===== config.mk =====
export PLATFORM = sky130hd
export DESIGN_NAME = mssd_tx_scheduler
export DESIGN_NICKNAME = d
export VERILOG_FILES = /design/src/rtl/mssd_tx_pkg.sv /design/src/rtl/mssd_tx_arbiter.sv /design/src/rtl/mssd_tx_scheduler.sv
export SDC_FILE = /design/constraint.sdc
export NUM_CORES = 1
export LEC_CHECK = 0
export BUFFER_PORTS_ARGS = -buffer_cell sky130_fd_sc_hd__clkbuf_2
export CORE_ASPECT_RATIO = 1.4
export CORE_MARGIN = 2
export CORE_UTILIZATION = 49
export DETAILED_ROUTE_END_ITERATION = 8
export PLACE_DENSITY = 0.85
export SLEW_MARGIN = 40
export SYNTH_ARGS = -nofsm -noshare
export SYNTH_HDL_FRONTEND = slang
export SYNTH_SLANG_ARGS = --single-unit

===== constraint.sdc =====
create_clock -name clk -period 2.1 [get_ports clk]
set_clock_uncertainty 0.2 [all_clocks]
set_input_delay 0.105 -clock clk [delete_from_list [all_inputs] [get_ports clk]]
set_output_delay 0.105 -clock clk [all_outputs]
set_load 0.02 [all_outputs]

===== src/rtl/mssd_tx_pkg.sv =====
// mssd_tx_pkg -- shared types and constants for the MSSD serial transmit scheduler.
// Used by mssd_tx_arbiter and mssd_tx_scheduler.
package mssd_tx_pkg;

    localparam int NUM_PORTS = 4;
    localparam int PN_W      = 2;
    localparam int LEN_W     = 6;
    localparam int HDR_BITS  = 8;

    localparam logic START_BIT = 1'b0;
    localparam logic STOP_BIT  = 1'b1;

    // Index of the last bit in an 8-bit slot (header or payload byte).
    localparam logic [2:0] LAST_BIT = 3'(HDR_BITS - 1);

    typedef enum logic [2:0] {
        IDLE,
        ARB,
        START,
        HEADER,
        DATA,
        STOP
    } state_t;

    typedef logic [PN_W-1:0]  pn_t;
    typedef logic [LEN_W-1:0] len_t;

    // Encode a one-hot port vector into its port number (0 when empty).
    function automatic pn_t onehot_to_pn(input logic [NUM_PORTS-1:0] oh);
        pn_t pn;
        pn = '0;
        for (int i = 0; i < NUM_PORTS; i++) begin
            if (oh[i]) pn = pn_t'(i);
        end
        return pn;
    endfunction

endpackage


===== src/rtl/mssd_tx_arbiter.sv =====
// mssd_tx_arbiter -- picks one requesting port and returns it one-hot.
// Macro MSSD_TX_RR_EN: defined -> round-robin search starting at ptr;
// undefined -> fixed priority, port 0 highest.
module mssd_tx_arbiter
    import mssd_tx_pkg::*;
(
    input  logic [NUM_PORTS-1:0] req,
    input  logic [PN_W-1:0]      ptr,
    output logic [NUM_PORTS-1:0] winner
);

    pn_t  start;
    pn_t  idx;
    logic found;

`ifdef MSSD_TX_RR_EN
    assign start = ptr;
`else
    // Fixed priority is a rotating search that always starts at port 0.
    logic ptr_unused;
    assign ptr_unused = ^ptr;
    assign start      = '0;
`endif

    // Walk the ports from start upward (wrapping) and grant the first requester.
    always_comb begin
        // NOTE: every variable written here gets a default first, so no latch is inferred.
        winner = '0;
        found  = 1'b0;
        idx    = start;
        for (int i = 0; i < NUM_PORTS; i++) begin
            idx = start + pn_t'(i);
            if (!found && req[idx]) begin
                winner[idx] = 1'b1;
                found       = 1'b1;
            end
        end
    end

endmodule


===== src/rtl/mssd_tx_scheduler.sv =====
// mssd_tx_scheduler -- serialises frames from four ports onto one line.
// Frame: start bit, 2-bit port number, 6-bit length (LSB first), len payload
// bytes (LSB first), stop bit. SerOut is registered and loaded together with
// the state, so it always shows the bit of the state being entered.
// Macro MSSD_TX_RR_EN selects round-robin arbitration (see mssd_tx_arbiter).
module mssd_tx_scheduler
    import mssd_tx_pkg::*;
(
    input  logic                             clk,
    input  logic                             rst,
    input  logic [NUM_PORTS-1:0]             req,
    input  logic [NUM_PORTS-1:0][LEN_W-1:0]  len,
    input  logic [7:0]                       data_in,
    input  logic                             data_valid,
    output logic                             data_ready,
    output logic [NUM_PORTS-1:0]             grant,
    output logic [NUM_PORTS-1:0]             done,
    output logic                             SerOut,
    output logic                             underrun,
    output logic                             len_err
);

    state_t               state_q, state_d;
    pn_t                  pn_q, pn_d;
    len_t                 len_q, len_d;
    logic [2:0]           bit_cnt_q, bit_cnt_d;
    len_t                 byte_cnt_q, byte_cnt_d;
    logic [7:0]           shift_q, shift_d;
    logic                 ser_q, ser_d;
    logic [NUM_PORTS-1:0] grant_q, grant_d;
    logic [NUM_PORTS-1:0] done_q, done_d;
    logic                 underrun_q, underrun_d;
    logic                 len_err_q, len_err_d;
    pn_t                  rr_ptr_q, rr_ptr_d;

    logic [NUM_PORTS-1:0] winner;
    pn_t                  win_pn;
    logic [7:0]           fetch_byte;

    mssd_tx_arbiter u_arbiter (
        .req    (req),
        .ptr    (rr_ptr_q),
        .winner (winner)
    );

    assign win_pn     = onehot_to_pn(winner);
    // A missing byte is replaced by zero so the frame keeps its length.
    assign fetch_byte = data_valid ? data_in : 8'h00;

    assign SerOut   = ser_q;
    assign grant    = grant_q;
    assign done     = done_q;
    assign underrun = underrun_q;
    assign len_err  = len_err_q;

    // Next-state, next line bit and strobes for the frame sequencer.
    always_comb begin
        state_d    = state_q;
        pn_d       = pn_q;
        len_d      = len_q;
        bit_cnt_d  = bit_cnt_q;
        byte_cnt_d = byte_cnt_q;
        shift_d    = shift_q;
        ser_d      = STOP_BIT;
        grant_d    = grant_q;
        done_d     = '0;
        underrun_d = 1'b0;
        len_err_d  = 1'b0;
        rr_ptr_d   = rr_ptr_q;
        data_ready = 1'b0;

        unique case (state_q)
            IDLE: begin
                // A port whose done is still showing is not re-arbitrated yet.
                if ((req & ~done_q) != '0) state_d = ARB;
            end

            ARB: begin
                if (winner != '0) begin
                    pn_d     = win_pn;
                    len_d    = len[win_pn];
                    rr_ptr_d = win_pn + pn_t'(1);
                    if (len[win_pn] == '0) begin
                        len_err_d = 1'b1;
                        done_d    = winner;
                        state_d   = IDLE;
                    end else begin
                        grant_d = winner;
                        shift_d = {len[win_pn], win_pn};
                        ser_d   = START_BIT;
                        state_d = START;
                    end
                end else begin
                    state_d = IDLE;
                end
            end

            START: begin
                ser_d     = shift_q[0];
                shift_d   = {1'b0, shift_q[7:1]};
                bit_cnt_d = '0;
                state_d   = HEADER;
            end

            HEADER: begin
                if (bit_cnt_q == LAST_BIT) begin
                    data_ready = 1'b1;
                    underrun_d = ~data_valid;
                    ser_d      = fetch_byte[0];
                    shift_d    = {1'b0, fetch_byte[7:1]};
                    bit_cnt_d  = '0;
                    byte_cnt_d = len_t'(1);
                    state_d    = DATA;
                end else begin
                    ser_d     = shift_q[0];
                    shift_d   = {1'b0, shift_q[7:1]};
                    bit_cnt_d = bit_cnt_q + 3'd1;
                end
            end

            DATA: begin
                if (bit_cnt_q != LAST_BIT) begin
                    ser_d     = shift_q[0];
                    shift_d   = {1'b0, shift_q[7:1]};
                    bit_cnt_d = bit_cnt_q + 3'd1;
                end else if (byte_cnt_q == len_q) begin
                    ser_d   = STOP_BIT;
                    done_d  = grant_q;
                    state_d = STOP;
                end else begin
                    data_ready = 1'b1;
                    underrun_d = ~data_valid;
                    ser_d      = fetch_byte[0];
                    shift_d    = {1'b0, fetch_byte[7:1]};
                    bit_cnt_d  = '0;
                    byte_cnt_d = byte_cnt_q + len_t'(1);
                end
            end

            STOP: begin
                grant_d = '0;
                state_d = IDLE;
            end

            default: begin
                grant_d = '0;
                state_d = IDLE;
            end
        endcase
    end

    // State and output registers; reset aborts any frame without a done.
    always_ff @(posedge clk or negedge rst) begin
        if (!rst) begin
            state_q    <= IDLE;
            pn_q       <= '0;
            len_q      <= '0;
            bit_cnt_q  <= '0;
            byte_cnt_q <= '0;
            shift_q    <= '0;
            ser_q      <= STOP_BIT;
            grant_q    <= '0;
            done_q     <= '0;
            underrun_q <= 1'b0;
            len_err_q  <= 1'b0;
            rr_ptr_q   <= '0;
        end else begin
            // NOTE: non-blocking assignments so every register samples pre-edge values.
            state_q    <= state_d;
            pn_q       <= pn_d;
            len_q      <= len_d;
            bit_cnt_q  <= bit_cnt_d;
            byte_cnt_q <= byte_cnt_d;
            shift_q    <= shift_d;
            ser_q      <= ser_d;
            grant_q    <= grant_d;
            done_q     <= done_d;
            underrun_q <= underrun_d;
            len_err_q  <= len_err_d;
            rr_ptr_q   <= rr_ptr_d;
        end
    end

endmodule


==> results of run 1 <==
-- area by class of cell --
class	count	area, um^2	area share, %
clock buffers	7	86.3	2.73
clock inverters	1	30.0	0.950
inverters	16	60.1	1.90
multi-input cells	186	1320	41.7
flip-flops and latches	37	928	29.4
well taps	64	80.1	2.53
repair buffers	97	658	20.8
-- sequential cells by signal, indices dropped and copies added (netlist names) --
name and cells:
byte_cnt_q 6, shift_q 8, len_err 1, SerOut 1, len_q 6, underrun 1, done 4, state_q 3
grant 4, bit_cnt_q 3
-- per-stage QoR --
step / utilization [%] / TNS [ns] / instances / hold slack [ns] / total power [mW]
after global placement: 58.6 / 0 / 377 / -0.0929 / 2.20
after floorplan: - / 0 / 257 / -0.391 / 1.90
after CTS: 64.0 / 0 / 398 / 0.0229 / 2.95
after detailed placement: 58.6 / -0.444 / 377 / -0.0908 / 2.25
after global routing: 66.3 / -0.172 / 408 / 0.0736 / 3.27
final: 66.3 / 0 / 408 / 0.0230 / 3.08
-- metal layers --
metal / vias up / track usage, % / routed length [um]
met5: - / 0 / 0
met4: 0 / 8.10 / 131
met3: 12 / 3.12 / 305
met2: 78 / 46.6 / 3370
met1: 1093 / 25.3 / 2400
li1: 1086 / - / -
-- what timing repair did --
action                                  4_1_cts  5_1_grt
pin swaps                                     1        5
endpoints found under the setup margin        1       13
buffers inserted                              3       10
hold buffers                                 10        0
endpoints found under the hold margin        35        0
resized for setup                             5        8
-- critical path, delay by kind of cell, from the launching register on --
family          cells  cell delay (ns)
simple gates        2             0.60
buf+inv             1             0.16
mux                 1             0.17
flops               1             0.40
compound gates      1             0.38
-- how the worst max path moves through the flow --
stage,endpoint
floorplan,bit_cnt_q[0]
global placement,shift_q[2]
detailed placement,shift_q[2]
CTS,data_ready
global route,shift_q[0]
finish,shift_q[0]
-- power by group through the flow --
| stage | registers, mW | logic (mW) | clock network (mW) |
|---|---|---|---|
| floorplan | 1.11 | 0.783 | 0 |
| global placement | 1.09 | 1.11 | 0 |
| detailed placement | 1.10 | 1.15 | 0 |
| CTS | 1.09 | 1.21 | 0.645 |
| global route | 1.11 | 1.48 | 0.671 |
| finish | 1.10 | 1.35 | 0.642 |
-- cells by family after synthesis --
kind of cell,count (synthesis)
simple gates,101
compound gates,54
buf+inv,34
flops,37
xor+xnor,10
mux,18
fa+ha+maj,3
-- cell usage in the layout (no fill, tap or decap), types with 10 or more instances in the layout --
master and count:
sky130_fd_sc_hd__buf_4 34, sky130_fd_sc_hd__clkbuf_2 49, sky130_fd_sc_hd__dfrtp_1 35, sky130_fd_sc_hd__dlygate4sd3_1 10
sky130_fd_sc_hd__inv_1 15, sky130_fd_sc_hd__mux2i_1 10, sky130_fd_sc_hd__nand2_1 21, sky130_fd_sc_hd__nor2_1 20
sky130_fd_sc_hd__nor2b_1 15, sky130_fd_sc_hd__o21ai_0 11
==> flow_summary.json, run 1 <==
{
  "gr_usage_total_pct": 23.5,
  "synth.yosys.seq_area_share_pct": 38.6,
  "layout.filler_cells": 357,
  "p_sw_share_pct": 35.5,
  "fp.dieW_um": 63.2,
  "floorplan.initialDensity_pct": 50.4,
  "synthXorXnorAreaFrac_pct": 3.65,
  "clk_root_buffer_cell": "sky130_fd_sc_hd__clkbuf_8",
  "post_synth_most_frequent_cells": "36 x sky130_fd_sc_hd__dfrtp_1, 21 x sky130_fd_sc_hd__nand2_1, 20 x sky130_fd_sc_hd__nor2_1",
  "netlist_instances": 257,
  "detailedPlacementHpwl_um": 4400,
  "synth_most_common_cell": "sky130_fd_sc_hd__dfrtp_1",
  "cts_made_buffers": 5,
  "layout-drive-gt1-share_pct": 34.6,
  "place_ws_ns": -0.0981,
  "die_h_um": 86.8,
  "yosys-top-cells-area": "sky130_fd_sc_hd__dfrtp_1 38%, sky130_fd_sc_hd__mux2i_1 4.2%, sky130_fd_sc_hd__nor2b_1 4.2%",
  "cellPowerDensity_nw_per_um2": 976,
  "portBuffers": 50,
  "yosys_reg_bits": 37,
  "slew_violations": 0,
  "timing.hold.worst_endpoint": "len_q[5]",
  "arrival_ns": 2.02,
  "ant_nets": 0,
  "max_freq_ghz": 0.482,
  "insertedDiodeCount": 0,
  "max_slew.worst_pin.slew_ns": 0.541,
  "synth.distinct_cells": 50,
  "whs_path_depth": 5,
  "cts.path.max_buffers": 2,
  "setup.worst_path.class": "flop to flop",
  "rsz0062_at_grt": "true",
  "hold_path_class": "input port to flop",
  "r2r_slack_ns": 0.02,
  "post_synth_and_or_nand_nor_area_fraction_pct": 23.3,
  "dominant_combinational_cell_family_by_area_after_synthesis": "simple AND/OR/NAND/NOR gates",
  "floorplan.rows": 30,
  "setup_slack_ns": 0.0236,
  "post_synth_mux_area_share_pct": 7.92,
  "grt_max_degree": 23,
  "layout-area-overhead-vs-synth_pct": 31.5,
  "wirelength_um": 6200,
  "setup.worst_path.start_class": "flop",
  "number_of_antenna_violations_at_the_first_check_in_global_routing": 0,
  "cp_cell_sequence": "or3b_4 -> and2_1 -> buf_4 -> a222oi_1 -> mux2i_1",
  "leakage_nw": 1.52,
  "cp-startpoint": "state_q[2]",
  "grt_overflow_total": 0,
  "min-delay-start": "len[11]",
  "vdd_drop_max_uv": 496,
  "yosys_warnings": 0,
  "origin_of_the_critical_flop_to_flop_path": "state_q[2]",
  "seq_power_share_pct": 35.5,
  "synth_nets": 299,
  "setup_viol": 0,
  "grt_pass1_vias": 2239,
  "outcome": "complete, no violations",
  "synth.top_cell.area_share_pct": 37.5,
  "slowest_delay_ns": 0.43,
  "post-synth-top-area-cell": "sky130_fd_sc_hd__dfrtp_1",
  "clock_sink_count": 37,
  "hold_viol_final": 0,
  "gpl_congestion": 0.902,
  "worst_setup_path_end_kind": "flop",
  "switchingPower_mw": 1.10,
  "critPathMaxFanout": 7,
  "syn_area_per_cell_um2": 9.35,
  "wl_per_cell_um": 15.2,
  "relSlewSlack_pct": 63.9,
  "worst_skew_pair.late_latency_ns": 0.30,
  "power.share.combinational_pct": 43.6,
  "power.clock.fraction_pct": 20.8,
  "synth_async_sr_flop_share_pct": 100,
  "ys.flop_type": "sky130_fd_sc_hd__dfrtp_1",
  "drc_errors": 0,
  "min_period_ns": 2.08,
  "fp.dieArea_um2": 5490,
  "max-cap-violations": 0,
  "wire_length_of_the_first_global_routing_pass_um": 10200,
  "cp_slowest_cell": "sky130_fd_sc_hd__or3b_4",
  "r2r_cells": 5,
  "finish.instance_area_um2": 3160,
  "detailed_place.area_um2": 2790,
  "drt_pre_antenna_iters": 8,
  "design.final.nets": 385,
  "synth_enable_flop_cells": 0,
  "post_synth_fa_ha_maj_area_fraction_pct": 1.56,
  "period_share_pct": 98.9,
  "clk_pin_slew_worst_paths_ns": 0.08,
  "dr.first_iter.drc_count": 158,
  "ios": 51,
  "htree_num_levels": 2,
  "intPower_mw": 1.99,
  "detailroute.via_count": 2269,
  "vias_per_cell": 5.56,
  "worst_ep_required_time_ns": 2.04,
  "synth_compound_area_share_pct": 17.3,
  "tritoncts_clock_tree": "built",
  "r2r-end": "shift_q[0]",
  "core_um2": 4770,
  "synthesis.area_um2": 2400
}
(Power assumes the default switching activity.)
==> inputs of run 2 (changes only) <==
--- a/config.mk
+++ b/config.mk
@@ -10,7 +10,7 @@
 export CORE_MARGIN = 2
 export CORE_UTILIZATION = 49
 export DETAILED_ROUTE_END_ITERATION = 8
-export PLACE_DENSITY = 0.85
+export PLACE_DENSITY = 0.76
 export SLEW_MARGIN = 40
 export SYNTH_ARGS = -nofsm -noshare
 export SYNTH_HDL_FRONTEND = slang
==> run 2 against run 1 <==
  * Critical path depth increased by 1
  * Register-to-register slack better by 0.04 ns
  * Maximum frequency hardly changed
  * Power down 6.8%
  * Clock power down 21%
  * Sequential cell count stayed put
  * Routed wire length shrank 5.4%
  * Non-clock buffer count shrank 6
  * Sequential share of layout area rose by 0.60 points
  * Combinational power fell by 4%
  * Final cell count is 1.7% lower
  * Clock-buffer cell count is the same
  * Critical path type is now flop to output pin
  * Critical endpoint is now data_ready
  * Largest power group unchanged
==> flow_summary.json, run 2 (synthesized netlist as in run 1, its figures left out) <==
{
  "largest-register": "shift_q",
  "grt_max_degree": 38,
  "vias_per_cell": 5.52,
  "power_mw": 2.88,
  "critPathMaxFanout": 5,
  "wirelength_um": 5870,
  "arrival_ns": 1.77,
  "max_freq_ghz": 0.482,
  "route.top_layer_used": "met4",
  "cts_made_buffers": 5,
  "placed_cells": 379,
  "grt_pass1_vias": 2104,
  "power.share.combinational_pct": 44.7,
  "largest_registers": "shift_q: 8 flops, byte_cnt_q: 6 flops, len_q: 6 flops",
  "drt_pre_antenna_iters": 5,
  "ant_nets": 0,
  "gr_usage_total_pct": 21.6,
  "layoutNonFillerInstCount": 401,
  "whs_path_depth": 5,
  "hold_viol_final": 0,
  "setup_slack_ns": 0.0249,
  "hold-worst-slack_ns": 0.0821,
  "worst_skew_pair.late_latency_ns": 0.29,
  "die_h_um": 86.8,
  "wire_length_of_the_first_global_routing_pass_um": 9430,
  "hold_path_class": "input port to flop",
  "fp.dieArea_um2": 5490,
  "period_share_pct": 98.8,
  "floorplan.initialDensity_pct": 50.4,
  "clock_sink_count": 37,
  "design.final.nets": 379,
  "clk_root_buffer_cell": "sky130_fd_sc_hd__clkbuf_8",
  "max_slew.worst_pin.slew_ns": 0.622,
  "place_ws_ns": -0.0732,
  "finalCoreUtilization_pct": 64.9,
  "leading_cell_type_in_the_layout_fill_and_taps_excluded": "sky130_fd_sc_hd__clkbuf_2",
  "worst_setup_path_end_kind": "output pin",
  "cts.path.max_buffers": 2,
  "timing.hold.worst_endpoint": "shift_q[7]",
  "slew_violations": 0,
  "max-cap-violations": 0,
  "layout-drive-gt1-share_pct": 33.5,
  "largest_reg_flops": 8,
  "setup.worst_path.start_class": "flop",
  "p_sw_share_pct": 36.1,
  "multi_input_comb_area_um2": 1320,
  "portBuffers": 50,
  "origin_of_the_critical_flop_to_flop_path": "bit_cnt_q[0]",
  "r2r_cells": 7,
  "most-common-layout-cells": "49 x sky130_fd_sc_hd__clkbuf_2, 36 x sky130_fd_sc_hd__dfrtp_1, 29 x sky130_fd_sc_hd__buf_4",
  "wl_met3_um": 297,
  "vdd_drop_max_uv": 559,
  "detailroute.via_count": 2213,
  "layout-area-overhead-vs-synth_pct": 28.7,
  "htree_num_levels": 2,
  "setup.worst_path.class": "flop to output pin",
  "ios": 51,
  "tritoncts_clock_tree": "built",
  "cellPowerDensity_nw_per_um2": 930,
  "detailroute.wirelength.met2_um": 3140,
  "switchingPower_mw": 1.04,
  "min_period_ns": 2.08,
  "worst_ep_required_time_ns": 1.79,
  "intPower_mw": 1.84,
  "r2r_slack_ns": 0.06,
  "min-delay-start": "len[11]",
  "outcome": "complete, no violations",
  "leakage_nw": 1.48,
  "seq_power_share_pct": 37.7,
  "wl_per_cell_um": 14.6,
  "grt_overflow_total": 0,
  "r2r-end": "bit_cnt_q[0]",
  "clk_pin_slew_worst_paths_ns": 0.07,
  "core_um2": 4770,
  "power.clock.fraction_pct": 17.6,
  "floorplan.rows": 30,
  "layout.filler_cells": 395,
  "m1WireLength_um": 2370,
  "layout.area.seq_um2": 927,
  "drc_errors": 0,
  "setup_viol": 0,
  "detailedPlacementHpwl_um": 4240,
  "fp.dieW_um": 63.2,
  "number_of_antenna_violations_at_the_first_check_in_global_routing": 0,
  "dr.first_iter.drc_count": 148,
  "gpl_congestion": 0.879,
  "insertedDiodeCount": 0,
  "relSlewSlack_pct": 58.4
}
## run 2: area by class of cell
type / count / share of cell area, %
tap: 64 / 2.59
clock buffer: 7 / 2.79
timing repair buffer: 91 / 19.9
inverter: 16 / 1.94
multi-input combinational: 186 / 42.8
sequential: 37 / 30.0
## run 2: layer usage
metal	GRT usage (%)	vias up
met2	42.1	70
li1	-	1080
met5	0	-
met4	5.73	0
met1	23.9	1055
met3	4.03	8
## run 2: power groups by stage
stage               registers (mW)  logic, mW  clock network (mW)
floorplan                     1.11      0.783                   0
global placement              1.08       1.15                   0
detailed placement            1.10       1.18                   0
CTS                           1.09       1.24               0.517
global route                  1.11       1.42               0.541
finish                        1.08       1.29               0.506
## run 2: stage by stage
stage          TNS (ns)  instance area, um^2
3_3_place_gp          0                 2830
3_5_place_dp     -0.256                 2830
6_report              0                 3090
4_1_cts               0                 3050
2_1_floorplan         0                 2410
5_1_grt        -0.00185                 3090
## run 2: how the worst max path moves through the flow
| stage | from | endpoint | slack, ns | cells after the start |
|---|---|---|---|---|
| finish | state_q[0] | data_ready | 0.02 | 6 |
| CTS | state_q[0] | data_ready | 0.01 | 6 |
| global placement | req[2] | grant[2] | 0.005 | 8 |
| detailed placement | req[2] | grant[2] | -0.07 | 8 |
| floorplan | bit_cnt_q[0] | bit_cnt_q[0] | 0.06 | 7 |
| global route | state_q[0] | data_ready | -0.002 | 6 |
## run 2: what timing repair did
item                                   CTS  global route
pin swaps                                2             5
hold buffers                            10             0
setup buffers                            1             4
setup endpoints to repair                1            12
gates resized for setup                  5             5
endpoints found under the hold margin   45             0
## run 2: worst max-delay path, cell delays in order, from the launching register on
cell	delay, ns
sky130_fd_sc_hd__dfrtp_1	0.40
sky130_fd_sc_hd__buf_6	0.13
sky130_fd_sc_hd__nor2b_2	0.15
sky130_fd_sc_hd__and2_4	0.16
sky130_fd_sc_hd__o311a_4	0.35
sky130_fd_sc_hd__buf_4	0.14
sky130_fd_sc_hd__buf_4	0.15
==> inputs of run 3 (changes only) <==
==> constraint.sdc (replaced) <==
create_clock -name clk -period 2.1 [get_ports clk]
set_clock_uncertainty 0.2 [all_clocks]
set_input_delay 0.105 -clock clk [delete_from_list [all_inputs] [get_ports clk]]
set_output_delay 0.105 -clock clk [all_outputs]
set_load 0.005 [all_outputs]
==> run 3 against run 2 <==
  * Register-to-register slack is essentially flat
  * Critical path depth is the same
  * Worst hold slack lost 0.0083 ns
  * Clock power is essentially flat
  * Final cell count shrank 0.75%
  * Combinational power shrank 9%
  * Power shrank 3.9%
  * Routed wire length shrank 1.5%
==> flow_summary.json, run 3 (synthesized netlist as in run 1, its figures left out) <==
{
  "leakage_nw": 1.46,
  "htree_num_levels": 2,
  "grt_max_degree": 38,
  "layout-area-overhead-vs-synth_pct": 26.8,
  "wire_length_of_the_first_global_routing_pass_um": 9390,
  "placed_cells": 379,
  "worst_setup_path_end_kind": "output pin",
  "relSlewSlack_pct": 57.4,
  "intPower_mw": 1.80,
  "slew_violations": 0,
  "detailedPlacementHpwl_um": 4240,
  "die_h_um": 86.8,
  "core_um2": 4770,
  "max-cap-violations": 0,
  "largest_reg_flops": 8,
  "number_of_antenna_violations_at_the_first_check_in_global_routing": 0,
  "gr_usage_total_pct": 21.5,
  "worst_skew_pair.late_latency_ns": 0.29,
  "gpl_congestion": 0.879,
  "vdd_drop_max_uv": 556,
  "clk_pin_slew_worst_paths_ns": 0.07,
  "max_slew.worst_pin.slew_ns": 0.638,
  "ant_nets": 0,
  "arrival_ns": 1.75,
  "fp.dieW_um": 63.2,
  "cts.path.max_buffers": 2,
  "outcome": "complete, no violations",
  "portBuffers": 50,
  "drc_errors": 0,
  "whs_path_depth": 5,
  "r2r_cells": 7,
  "wirelength_um": 5780,
  "min_period_ns": 2.06,
  "tritoncts_clock_tree": "built",
  "detailroute.via_count": 2191,
  "wl_per_cell_um": 14.5,
  "ios": 51,
  "drt_pre_antenna_iters": 4,
  "p_sw_share_pct": 35.0,
  "floorplan.rows": 30,
  "largest_registers": "shift_q: 8 flops, byte_cnt_q: 6 flops, len_q: 6 flops",
  "setup.worst_path.start_class": "flop",
  "leading_cell_type_in_the_layout_fill_and_taps_excluded": "sky130_fd_sc_hd__clkbuf_2",
  "period_share_pct": 97.9,
  "clk_root_buffer_cell": "sky130_fd_sc_hd__clkbuf_8",
  "switchingPower_mw": 0.966,
  "finalCoreUtilization_pct": 63.9,
  "seq_power_share_pct": 39.2,
  "rsz0062_at_grt": "true",
  "grt_pass1_vias": 2090,
  "worst_ep_required_time_ns": 1.79,
  "insertedDiodeCount": 0,
  "fin_setup_tns_ns": 0,
  "critPathMaxFanout": 9,
  "hold_path_class": "input port to flop",
  "power.share.combinational_pct": 42.6,
  "layoutNonFillerInstCount": 398,
  "layout-drive-gt1-share_pct": 31.7,
  "layout.filler_cells": 399,
  "largest-register": "shift_q",
  "power.clock.fraction_pct": 18.3,
  "hold_viol_final": 0,
  "setup_viol": 0,
  "max_freq_ghz": 0.486,
  "dr.first_iter.drc_count": 173,
  "cts_made_buffers": 5,
  "cellPowerDensity_nw_per_um2": 907,
  "vias_per_cell": 5.51,
  "design.final.nets": 376,
  "clock_sink_count": 37,
  "fp.dieArea_um2": 5490,
  "floorplan.initialDensity_pct": 50.4,
  "most-common-layout-cells": "50 x sky130_fd_sc_hd__clkbuf_2, 36 x sky130_fd_sc_hd__dfrtp_1, 26 x sky130_fd_sc_hd__buf_4",
  "setup.worst_path.class": "flop to output pin",
  "grt_overflow_total": 0
}
-- run 3: timing repair --
action | 4_1_cts | 5_1_grt
setup buffers | 0 | 2
resized for setup | 1 | 1
hold buffers | 10 | 0
hold endpoints to repair | 45 | 0
endpoints found under the setup margin | 1 | 12
pin swaps | 0 | 4
-- run 3: worst paths after layout --
| path | to | from | slack, ns |
|---|---|---|---|
| setup / recovery | data_ready | state_q[0] | 0.04 |
| hold / removal | shift_q[7] | len[11] | 0.07 |
| setup reg to reg | bit_cnt_q[0] | bit_cnt_q[0] | 0.05 |
| hold reg to reg | shift_q[2] | shift_q[2] | 0.33 |
| max in group asynchronous | SerOut | rst | 1.12 |
| min in group asynchronous | done[2] | rst | 0.22 |
-- run 3: final cells by class --
type	count	area (um^2)	share of cell area [%]
sequential	37	927	30.4
timing repair buffer	88	586	19.2
tap	64	80.1	2.63
multi-input combinational	186	1310	42.9
inverter	16	60.1	1.97
clock buffer	7	86.3	2.83
-- run 3: per-stage QoR --
stage	instance area [um^2]	power (mW)	setup WS [ns]	hold WS, ns
finish	3050	2.76	0.0434	0.0738
CTS	3030	2.76	0.0225	0.0730
global route	3050	2.96	-0.0390	0.108
floorplan	2410	1.84	0.0575	-0.391
detailed placement	2830	2.23	-0.0732	-0.0217
global placement	2830	2.18	0.00485	-0.0271
-- run 3: power by group through the flow --
stage               Combinational [mW]  Sequential, mW  Clock [mW]
global route                      1.32            1.10       0.541
CTS                               1.16            1.08       0.517
global placement                  1.10            1.08           0
detailed placement                1.13            1.10           0
floorplan                        0.781            1.06           0
finish                            1.18            1.08       0.505
-- run 3: layer usage --
metal	part of all wire [%]	GRT usage, %	up-vias
met5	0	0	-
met2	53	42.0	50
met1	42	23.7	1061
li1	-	-	1075
met3	3.8	4.03	5
met4	0.93	5.73	0
-- run 3: critical path, cell delays in order, from the launching register on --
cell,delay [ns]
sky130_fd_sc_hd__dfrtp_1,0.38
sky130_fd_sc_hd__buf_4,0.17
sky130_fd_sc_hd__nor2b_1,0.15
sky130_fd_sc_hd__and2_1,0.18
sky130_fd_sc_hd__o311a_4,0.34
sky130_fd_sc_hd__buf_4,0.15
sky130_fd_sc_hd__clkbuf_2,0.10
